### config.mk
export PLATFORM = sky130hd
export DESIGN_NAME = i2c_target_rsp
export DESIGN_NICKNAME = d
export VERILOG_FILES = /design/src/rtl/i2c_target_rsp.sv
export SDC_FILE = /design/constraint.sdc
export NUM_CORES = 1
export LEC_CHECK = 0
export CORE_MARGIN = 5
export CORE_UTILIZATION = 38
export DETAILED_ROUTE_END_ITERATION = 10
export GPL_ROUTABILITY_DRIVEN = 0
export HOLD_SLACK_MARGIN = 0.08
export PLACE_DENSITY = 0.66
export SLEW_MARGIN = 25
export SYNTH_ARGS = -nofsm -noshare
export SYNTH_HDL_FRONTEND = slang
export SYNTH_SLANG_ARGS = --single-unit
### constraint.sdc
create_clock -name clk_i -period 2.75 [get_ports clk_i]
set_clock_uncertainty 0.1 [all_clocks]
set_input_delay 0.4125 -clock clk_i [delete_from_list [all_inputs] [get_ports clk_i]]
set_output_delay 0.4125 -clock clk_i [all_outputs]
set_load 0.05 [all_outputs]
### src/rtl/i2c_target_rsp.sv
`timescale 1ns/1ps
// i2c_target_rsp
// I2C target (responder) sitting at the far end of an I2C bus. SCL/SDA are
// oversampled on clk_i, START/STOP/repeated START are decoded, and the 7-bit
// address is matched against TARGET_ADDR. Master writes are always ACKed and
// each byte is presented on a one-cycle wr_valid_o strobe. Master reads are
// served from a request/ack fetch port. SDA is open-drain (0 = pull low,
// 1 = release) and SCL is never stretched.
//
// Ports
//   clk_i          system clock
//   rst_i          synchronous reset, active high
//   scl_i, sda_i   I2C bus inputs (asynchronous)
//   sda_o          SDA drive, 0 pulls low, 1 releases
//   start_o        pulse: addressed START/rep-START matched and ACKed
//   stop_o         pulse: STOP seen while busy
//   rw_o           direction of current addressed transfer (1 = read)
//   wr_valid_o     pulse: wr_data_o holds a freshly received byte
//   wr_data_o      last received write byte
//   rd_req_o       level: next read byte wanted
//   rd_ack_i       rd_data_i valid, completes the rd_req_o handshake
//   rd_data_i      byte to transmit
//   rd_underrun_o  pulse: no byte supplied in time, 8'hFF sent instead
//   busy_o         high from addressed START until STOP/mismatch/NACK
//
// state    | meaning
// ---------+---------------------------------------------------------------
// IDLE     | bus free or after STOP
// ADDR     | shifting in address byte
// ADDR_ACK | driving address ACK; 9th rise latches rw and raises busy
// WR_DATA  | shifting in a write byte
// WR_ACK   | driving ACK for a write byte
// RD_DATA  | driving a read byte MSB first
// RD_MACK  | releasing SDA, sampling master ACK/NACK
// IGNORE   | not addressed (or NACKed); wait for START/STOP
module i2c_target_rsp #(
  parameter int                    ADDR_WIDTH  = 7,
  parameter int                    DATA_WIDTH  = 8,
  parameter logic [ADDR_WIDTH-1:0] TARGET_ADDR = 7'h22,
  parameter int                    SYNC_STAGES = 2
) (
  input  logic                  clk_i,
  input  logic                  rst_i,
  input  logic                  scl_i,
  input  logic                  sda_i,
  output logic                  sda_o,
  output logic                  start_o,
  output logic                  stop_o,
  output logic                  rw_o,
  output logic                  wr_valid_o,
  output logic [DATA_WIDTH-1:0] wr_data_o,
  output logic                  rd_req_o,
  input  logic                  rd_ack_i,
  input  logic [DATA_WIDTH-1:0] rd_data_i,
  output logic                  rd_underrun_o,
  output logic                  busy_o
);

  localparam logic [3:0] LAST_BIT = 4'(DATA_WIDTH - 1);
  localparam logic [3:0] FULL_CNT = 4'(DATA_WIDTH);

  typedef enum logic [2:0] {
    S_IDLE,
    S_ADDR,
    S_ADDR_ACK,
    S_WR_DATA,
    S_WR_ACK,
    S_RD_DATA,
    S_RD_MACK,
    S_IGNORE
  } state_t;

  // synchronizers and edge-detect flops
  logic [SYNC_STAGES-1:0] r_scl_sync;
  logic [SYNC_STAGES-1:0] r_sda_sync;
  logic                   r_scl_d;
  logic                   r_sda_d;

  state_t                 r_state;
  logic [DATA_WIDTH-1:0]  r_shift;
  logic [3:0]             r_bit_cnt;
  // ACK phase: 0 wait first fall, 1 driving/waiting 9th rise, 2 wait final fall
  logic [1:0]             r_phase;
  logic                   r_sda_o;
  logic                   r_start;
  logic                   r_stop;
  logic                   r_rw;
  logic                   r_wr_valid;
  logic [DATA_WIDTH-1:0]  r_wr_data;
  logic                   r_rd_req;
  logic                   r_rd_have;
  logic [DATA_WIDTH-1:0]  r_rd_buf;
  logic                   r_underrun;
  logic                   r_busy;

  state_t                 w_state_nxt;
  logic [DATA_WIDTH-1:0]  w_shift_nxt;
  logic [3:0]             w_bit_cnt_nxt;
  logic [1:0]             w_phase_nxt;
  logic                   w_sda_o_nxt;
  logic                   w_start_nxt;
  logic                   w_stop_nxt;
  logic                   w_rw_nxt;
  logic                   w_wr_valid_nxt;
  logic [DATA_WIDTH-1:0]  w_wr_data_nxt;
  logic                   w_rd_req_nxt;
  logic                   w_rd_have_nxt;
  logic [DATA_WIDTH-1:0]  w_rd_buf_nxt;
  logic                   w_underrun_nxt;
  logic                   w_busy_nxt;

  logic                   w_scl;
  logic                   w_sda;
  logic                   w_scl_rise;
  logic                   w_scl_fall;
  logic                   w_start_evt;
  logic                   w_stop_evt;
  logic [DATA_WIDTH-1:0]  w_byte;
  logic                   w_addr_match;
  logic                   w_rd_take;
  logic                   w_load_ok;
  logic [DATA_WIDTH-1:0]  w_load_data;

  assign w_scl      = r_scl_sync[SYNC_STAGES-1];
  assign w_sda      = r_sda_sync[SYNC_STAGES-1];
  assign w_scl_rise = w_scl & ~r_scl_d;
  assign w_scl_fall = ~w_scl & r_scl_d;
  // SCL must be high on both sides of the SDA edge to count as START/STOP
  assign w_start_evt = w_scl & r_scl_d & ~w_sda & r_sda_d;
  assign w_stop_evt  = w_scl & r_scl_d & w_sda & ~r_sda_d;

  // byte as it will look once the bit currently on the bus is shifted in
  assign w_byte       = {r_shift[DATA_WIDTH-2:0], w_sda};
  assign w_addr_match = (w_byte[DATA_WIDTH-1 -: ADDR_WIDTH] == TARGET_ADDR);

  // an ack arriving on the load cycle itself still supplies the byte
  assign w_rd_take   = r_rd_req & rd_ack_i;
  assign w_load_ok   = r_rd_have | w_rd_take;
  assign w_load_data = r_rd_have ? r_rd_buf :
                       (w_rd_take ? rd_data_i : {DATA_WIDTH{1'b1}});

  always_ff @(posedge clk_i) begin
    if (rst_i) begin
      r_scl_sync <= '1;
      r_sda_sync <= '1;
      r_scl_d    <= 1'b1;
      r_sda_d    <= 1'b1;
      r_state    <= S_IDLE;
      r_shift    <= '0;
      r_bit_cnt  <= '0;
      r_phase    <= '0;
      r_sda_o    <= 1'b1;
      r_start    <= 1'b0;
      r_stop     <= 1'b0;
      r_rw       <= 1'b0;
      r_wr_valid <= 1'b0;
      r_wr_data  <= '0;
      r_rd_req   <= 1'b0;
      r_rd_have  <= 1'b0;
      r_rd_buf   <= '0;
      r_underrun <= 1'b0;
      r_busy     <= 1'b0;
    end else begin
      r_scl_sync <= {r_scl_sync[SYNC_STAGES-2:0], scl_i};
      r_sda_sync <= {r_sda_sync[SYNC_STAGES-2:0], sda_i};
      r_scl_d    <= w_scl;
      r_sda_d    <= w_sda;
      r_state    <= w_state_nxt;
      r_shift    <= w_shift_nxt;
      r_bit_cnt  <= w_bit_cnt_nxt;
      r_phase    <= w_phase_nxt;
      r_sda_o    <= w_sda_o_nxt;
      r_start    <= w_start_nxt;
      r_stop     <= w_stop_nxt;
      r_rw       <= w_rw_nxt;
      r_wr_valid <= w_wr_valid_nxt;
      r_wr_data  <= w_wr_data_nxt;
      r_rd_req   <= w_rd_req_nxt;
      r_rd_have  <= w_rd_have_nxt;
      r_rd_buf   <= w_rd_buf_nxt;
      r_underrun <= w_underrun_nxt;
      r_busy     <= w_busy_nxt;
    end
  end

  always_comb begin
    w_state_nxt    = r_state;
    w_shift_nxt    = r_shift;
    w_bit_cnt_nxt  = r_bit_cnt;
    w_phase_nxt    = r_phase;
    w_sda_o_nxt    = r_sda_o;
    w_start_nxt    = 1'b0;
    w_stop_nxt     = 1'b0;
    w_rw_nxt       = r_rw;
    w_wr_valid_nxt = 1'b0;
    w_wr_data_nxt  = r_wr_data;
    w_rd_req_nxt   = r_rd_req;
    w_rd_have_nxt  = r_rd_have;
    w_rd_buf_nxt   = r_rd_buf;
    w_underrun_nxt = 1'b0;
    w_busy_nxt     = r_busy;

    // fetch handshake runs independently of bus state
    if (w_rd_take) begin
      w_rd_req_nxt  = 1'b0;
      w_rd_have_nxt = 1'b1;
      w_rd_buf_nxt  = rd_data_i;
    end

    if (w_start_evt) begin
      w_state_nxt   = S_ADDR;
      w_bit_cnt_nxt = '0;
      w_phase_nxt   = '0;
      w_sda_o_nxt   = 1'b1;
      w_rd_req_nxt  = 1'b0;
      w_rd_have_nxt = 1'b0;
    end else if (w_stop_evt) begin
      w_state_nxt   = S_IDLE;
      w_sda_o_nxt   = 1'b1;
      w_stop_nxt    = r_busy;
      w_busy_nxt    = 1'b0;
      w_rd_req_nxt  = 1'b0;
      w_rd_have_nxt = 1'b0;
    end else begin
      case (r_state)
        S_ADDR: begin
          if (w_scl_rise) begin
            w_shift_nxt   = w_byte;
            w_bit_cnt_nxt = r_bit_cnt + 4'd1;
            if (r_bit_cnt == LAST_BIT) begin
              w_bit_cnt_nxt = '0;
              w_phase_nxt   = '0;
              if (w_addr_match) begin
                w_state_nxt = S_ADDR_ACK;
              end else begin
                w_state_nxt = S_IGNORE;
                w_busy_nxt  = 1'b0;
              end
            end
          end
        end

        S_ADDR_ACK: begin
          if (w_scl_fall && r_phase == 2'd0) begin
            w_sda_o_nxt = 1'b0;
            w_phase_nxt = 2'd1;
          end else if (w_scl_rise && r_phase == 2'd1) begin
            w_phase_nxt  = 2'd2;
            w_rw_nxt     = r_shift[0];
            w_busy_nxt   = 1'b1;
            w_start_nxt  = 1'b1;
            if (r_shift[0]) begin
              w_rd_req_nxt = 1'b1;
            end
          end else if (w_scl_fall && r_phase == 2'd2) begin
            w_bit_cnt_nxt = '0;
            w_phase_nxt   = '0;
            if (r_rw) begin
              w_state_nxt    = S_RD_DATA;
              w_sda_o_nxt    = w_load_data[DATA_WIDTH-1];
              w_shift_nxt    = {w_load_data[DATA_WIDTH-2:0], 1'b1};
              w_underrun_nxt = ~w_load_ok;
              w_rd_req_nxt   = 1'b0;
              w_rd_have_nxt  = 1'b0;
            end else begin
              w_state_nxt = S_WR_DATA;
              w_sda_o_nxt = 1'b1;
            end
          end
        end

        S_WR_DATA: begin
          if (w_scl_rise) begin
            w_shift_nxt   = w_byte;
            w_bit_cnt_nxt = r_bit_cnt + 4'd1;
            if (r_bit_cnt == LAST_BIT) begin
              w_wr_data_nxt  = w_byte;
              w_wr_valid_nxt = 1'b1;
              w_state_nxt    = S_WR_ACK;
              w_bit_cnt_nxt  = '0;
              w_phase_nxt    = '0;
            end
          end
        end

        S_WR_ACK: begin
          if (w_scl_fall && r_phase == 2'd0) begin
            w_sda_o_nxt = 1'b0;
            w_phase_nxt = 2'd1;
          end else if (w_scl_rise && r_phase == 2'd1) begin
            w_phase_nxt = 2'd2;
          end else if (w_scl_fall && r_phase == 2'd2) begin
            w_sda_o_nxt   = 1'b1;
            w_state_nxt   = S_WR_DATA;
            w_bit_cnt_nxt = '0;
            w_phase_nxt   = '0;
          end
        end

        S_RD_DATA: begin
          // bit_cnt counts bits already clocked out to the master
          if (w_scl_rise && r_bit_cnt != FULL_CNT) begin
            w_bit_cnt_nxt = r_bit_cnt + 4'd1;
          end else if (w_scl_fall) begin
            if (r_bit_cnt == FULL_CNT) begin
              w_sda_o_nxt   = 1'b1;
              w_state_nxt   = S_RD_MACK;
              w_bit_cnt_nxt = '0;
              w_phase_nxt   = '0;
            end else begin
              w_sda_o_nxt = r_shift[DATA_WIDTH-1];
              w_shift_nxt = {r_shift[DATA_WIDTH-2:0], 1'b1};
            end
          end
        end

        S_RD_MACK: begin
          if (w_scl_rise && r_phase == 2'd0) begin
            if (!w_sda) begin
              w_rd_req_nxt = 1'b1;
              w_phase_nxt  = 2'd1;
            end else begin
              w_busy_nxt  = 1'b0;
              w_state_nxt = S_IGNORE;
            end
          end else if (w_scl_fall && r_phase == 2'd1) begin
            w_state_nxt    = S_RD_DATA;
            w_bit_cnt_nxt  = '0;
            w_phase_nxt    = '0;
            w_sda_o_nxt    = w_load_data[DATA_WIDTH-1];
            w_shift_nxt    = {w_load_data[DATA_WIDTH-2:0], 1'b1};
            w_underrun_nxt = ~w_load_ok;
            w_rd_req_nxt   = 1'b0;
            w_rd_have_nxt  = 1'b0;
          end
        end

        S_IGNORE: begin
          w_sda_o_nxt = 1'b1;
        end

        default: begin
          w_state_nxt = S_IDLE;
        end
      endcase
    end
  end

  assign sda_o         = r_sda_o;
  assign start_o       = r_start;
  assign stop_o        = r_stop;
  assign rw_o          = r_rw;
  assign wr_valid_o    = r_wr_valid;
  assign wr_data_o     = r_wr_data;
  assign rd_req_o      = r_rd_req;
  assign rd_underrun_o = r_underrun;
  assign busy_o        = r_busy;

endmodule

==> Flow_metrics.wiki <==
{| class="wikitable"
! Metric !! Value
|-
| # rows || 30
|-
| Area growth syn-to-layout || 18.3%
|-
| Number of port buffers || 28
|-
| Final core occ || 0.462
|-
| Slew headroom || 0.509
|-
| Worst stage delay on the critical path || 720 ps
|-
| Clock root buffer || clkbuf_8
|-
| Via count of the first global-routing pass || 2166
|-
| Clock transition time at the flip-flop clock pins of the worst setup and hold paths || 90 ps
|-
| Post-CTS Setup Repair Bufs || 0
|-
| Number of max-slew violations in the final report || 0
|-
| Iteration-0 DRC count of the detailed router || 212
|-
| Number of H-tree levels || 2
|-
| Flops & latches, synth || 48
|-
| Minimum clock period after layout || 2350 ps
|-
| Number of sinks on the clock net || 48
|-
| Die width || 93.6 µm
|-
| Layout Cells excl Fill || 441
|-
| Largest cells by area after synthesis || dfxtp_1, mux2i_1, a21oi_1, nor2_1, nand2_1
|-
| Largest vdd supply drop || 0.000429 V
|-
| Commonest cells in the netlist || dfxtp_1, nor2_1, a21oi_1, nand2_1
|-
| Setup repair after global routing missed its margin || false
|-
| Initial cell density of the core || 0.390
|-
| Crit Path Max Fanout || 18
|-
| Die Area || 0.00875 mm²
|-
| Run status || finished clean
|-
| Residual overflow from global routing || 0
|-
| CP Launch Point || r_state[2]$_SDFFE_PP0P_
|-
| Reported leakage power || 1.08 nW
|-
| Avg WL per Cell || 14.3 µm
|-
| DRC viols || 0
|-
| Vias per inst || 5.34
|-
| Mean instance size in the synthesized netlist || 8.16 µm²
|-
| Clock tree from TritonCTS || built
|-
| Dominant register cell in the synthesized netlist || dfxtp_1
|-
| Post-synthesis cell type count || 64
|-
| Final Net Count || 359
|-
| Std-Cell Core Area || 0.00679 mm²
|-
| HPWL after DPL || 4.57 mm
|-
| Largest net degree at the start of global routing || 32
|-
| Final hold violation count || 0
|-
| Number of enable flip-flop cells after synthesis || 0
|-
| Class of the worst hold path || flip-flop to flip-flop
|-
| Count of mapped cells out of synthesis || 325
|-
| Design area || 0.00314 mm²
|-
| Least setup slack across all paths after layout || 401 ps
|-
| Length in cells of the worst reg-to-reg path || 6
|-
| Area share of the leading cell type in the synthesized netlist || 0.362
|-
| Max_cap viols || 0
|-
| Data required time of the critical path || 2880 ps
|-
| Total power divided by cell area || 735 mW/mm²
|-
| Net Count, Synth || 340
|-
| Antenna viol nets, final || 0
|-
| Register area share after synthesis || 0.362
|-
| Cell with the most instances after synthesis || dfxtp_1
|-
| Layout cells sized above 1 || 0.116
|-
| GR Util met3 || 0.0257
|-
| Number of filler cells placed in the layout || 672
|-
| Routing usage on met2 || 0.248
|-
| Critical path's slowest cell || dfxtp_1
|-
| Pre-Repair DR Iteration Count || 4
|-
| Wire length of the first global-routing pass || 10.4 mm
|-
| Bufs on Longest Clock Path || 2
|-
| Met1 usage || 0.191
|-
| Overall Global Routing Usage || 0.146
|-
| Post-CTS sizing || 0
|-
| Worst setup path category || flip-flop to flip-flop
|-
| Height of the chip || 93.6 µm
|-
| I/O pin cnt || 29
|-
| Kind of capture point of the worst setup path || flip-flop
|-
| Post-synthesis cell type with the largest combined area || dfxtp_1
|-
| Clock buffers created by TritonCTS || 5
|-
| Sequential cell area || 961 µm²
|-
| R2R Path End || r_bit_cnt[3]$_SDFFE_PP0P_
|-
| Post-cts hold buffer count || 0
|-
| Post-DP Area || 0.00300 mm²
|-
| Crit start category || flip-flop
|-
| DP Cell Count || 433
|-
| Maximum clock frequency || 0.426 GHz
|-
| Worst hold slack across all endpoints || 314 ps
|-
| Place WS || 460 ps
|-
| Overall power consumption || 2.31 mW
|-
| Worst slew pin tran || 735 ps
|-
| Worst reg2reg path startpoint || r_state[2]$_SDFFE_PP0P_
|-
| Final TNS setup || 0 ps
|-
| Vias post-DR || 2356
|-
| Initial antenna violation count || 0
|-
| Proportion of synthesized flip-flops having asynchronous set or reset || 0
|-
| Cell area after synthesis || 0.00265 mm²
|-
| Count of synthesis-stage warnings from yosys || 0
|-
| Final setup violation count || 0
|-
| Fin crit share || 0.854
|-
| Setup slack, reg-to-reg || 400 ps
|-
| Arr. time, crit path || 2480 ps
|-
| Cell-by-cell trace of the critical path || nand2b_1 -> or3_1 -> a21oi_2 -> o21ai_2 -> or4_1 -> a21oi_1
|-
| Insertion delay to the later sink of the worst-skew pair || 300 ps
|-
| End point of the critical path || r_bit_cnt[3]$_SDFFE_PP0P_
|-
| Area used by multi-input combinational logic || 0.00156 mm²
|-
| Post-detailed-routing wire length || 6.32 mm
|-
| Gr busiest metal || met2
|-
| Number of antenna cells inserted || 0
|}
## metal layers
metal	routed length, µm	vias to the layer above	part of all wire
met4	72	0	0.011
met5	0	-	0
met1	2850	1097	0.45
li1	-	1185	-
met3	274	7	0.043
met2	3130	67	0.49
## placed cells by master (no fill, tap or decap), drive strengths merged, types with 2 or more instances in the layout
| cell type | synthesis | layout |
|---|---|---|
| a211oi | 12 | 12 |
| nor4b | 2 | 2 |
| or3 | 2 | 2 |
| o311ai | 2 | 2 |
| a21oi | 30 | 30 |
| bufinv | 0 | 2 |
| nand2b | 13 | 13 |
| nor3 | 17 | 17 |
| mux2i | 17 | 17 |
| inv | 7 | 8 |
| o21bai | 2 | 2 |
| o211ai | 2 | 2 |
| nor2 | 38 | 38 |
| clkdlybuf4s50 | 0 | 28 |
| nand3b | 2 | 2 |
| nand2 | 29 | 29 |
| o21ai | 11 | 11 |
| nor2b | 15 | 15 |
| nor4 | 7 | 7 |
| and2 | 2 | 2 |
| nand3 | 2 | 2 |
| buf | 9 | 7 |
| ha | 2 | 2 |
| a31oi | 3 | 3 |
| or2 | 9 | 9 |
| dfxtp | 48 | 48 |
| nor3b | 2 | 2 |
| clkbuf | 14 | 5 |
## power by group
| part | total, mW | internal [mW] | switching, mW |
|---|---|---|---|
| Combinational | 0.775 | 0.344 | 0.431 |
| Clock | 0.614 | 0.366 | 0.248 |
| Sequential | 0.916 | 0.765 | 0.151 |
## flip-flops by register name (all words and copies together), names as in the netlist, 2 cells and up
signal	flops
wr_data_o	8
r_shift	8
r_state	3
r_phase	2
r_rd_buf	8
r_scl_sync	2
r_bit_cnt	4
r_sda_sync	2
## kinds of logic (layout without fill, tap and decap cells)
| family | Yosys count | after routing | synth area share |
|---|---|---|---|
| simple gates | 150 | 150 | 0.311 |
| compound gates | 77 | 77 | 0.197 |
| xor+xnor | 1 | 1 | 0.00330 |
| fa+ha+maj | 2 | 2 | 0.00943 |
| mux | 17 | 17 | 0.0641 |
| flops | 48 | 48 | 0.362 |
| buf+inv | 30 | 50 | 0.0524 |
## worst max-delay path, delay by kind of cell, from the launching register on
kind / cells / cell delay [ps]
AND/OR/NAND/NOR: 3 / 1050
AO/OA/AOI/OAI: 3 / 410
flip-flops: 1 / 720
## how the worst min path moves through the flow
stage                                          end  slack [ps]                startpoint  cells past startpoint
after CTS                 r_sda_sync[1]$_SDFF_PP1_         320  r_sda_sync[0]$_SDFF_PP1_                      1
after detailed placement  r_sda_sync[1]$_SDFF_PP1_         290  r_sda_sync[0]$_SDFF_PP1_                      1
after global placement    r_sda_sync[1]$_SDFF_PP1_         300  r_sda_sync[0]$_SDFF_PP1_                      1
after global routing      r_scl_sync[1]$_SDFF_PP1_         340  r_scl_sync[0]$_SDFF_PP1_                      1
after floorplan           r_scl_sync[1]$_SDFF_PP1_         290  r_scl_sync[0]$_SDFF_PP1_                      1
final                     r_sda_sync[1]$_SDFF_PP1_         310  r_sda_sync[0]$_SDFF_PP1_                      1
## area by class of cell
cell class / count / share of cell area
repair buffers: 35 / 0.106
multi-input cells: 247 / 0.497
inverters: 7 / 0.00838
well taps: 96 / 0.0383
clock inverters: 3 / 0.0219
clock buffers: 5 / 0.0219
flip-flops and latches: 48 / 0.306
Note: power is estimated with default switching activity, not from simulation.
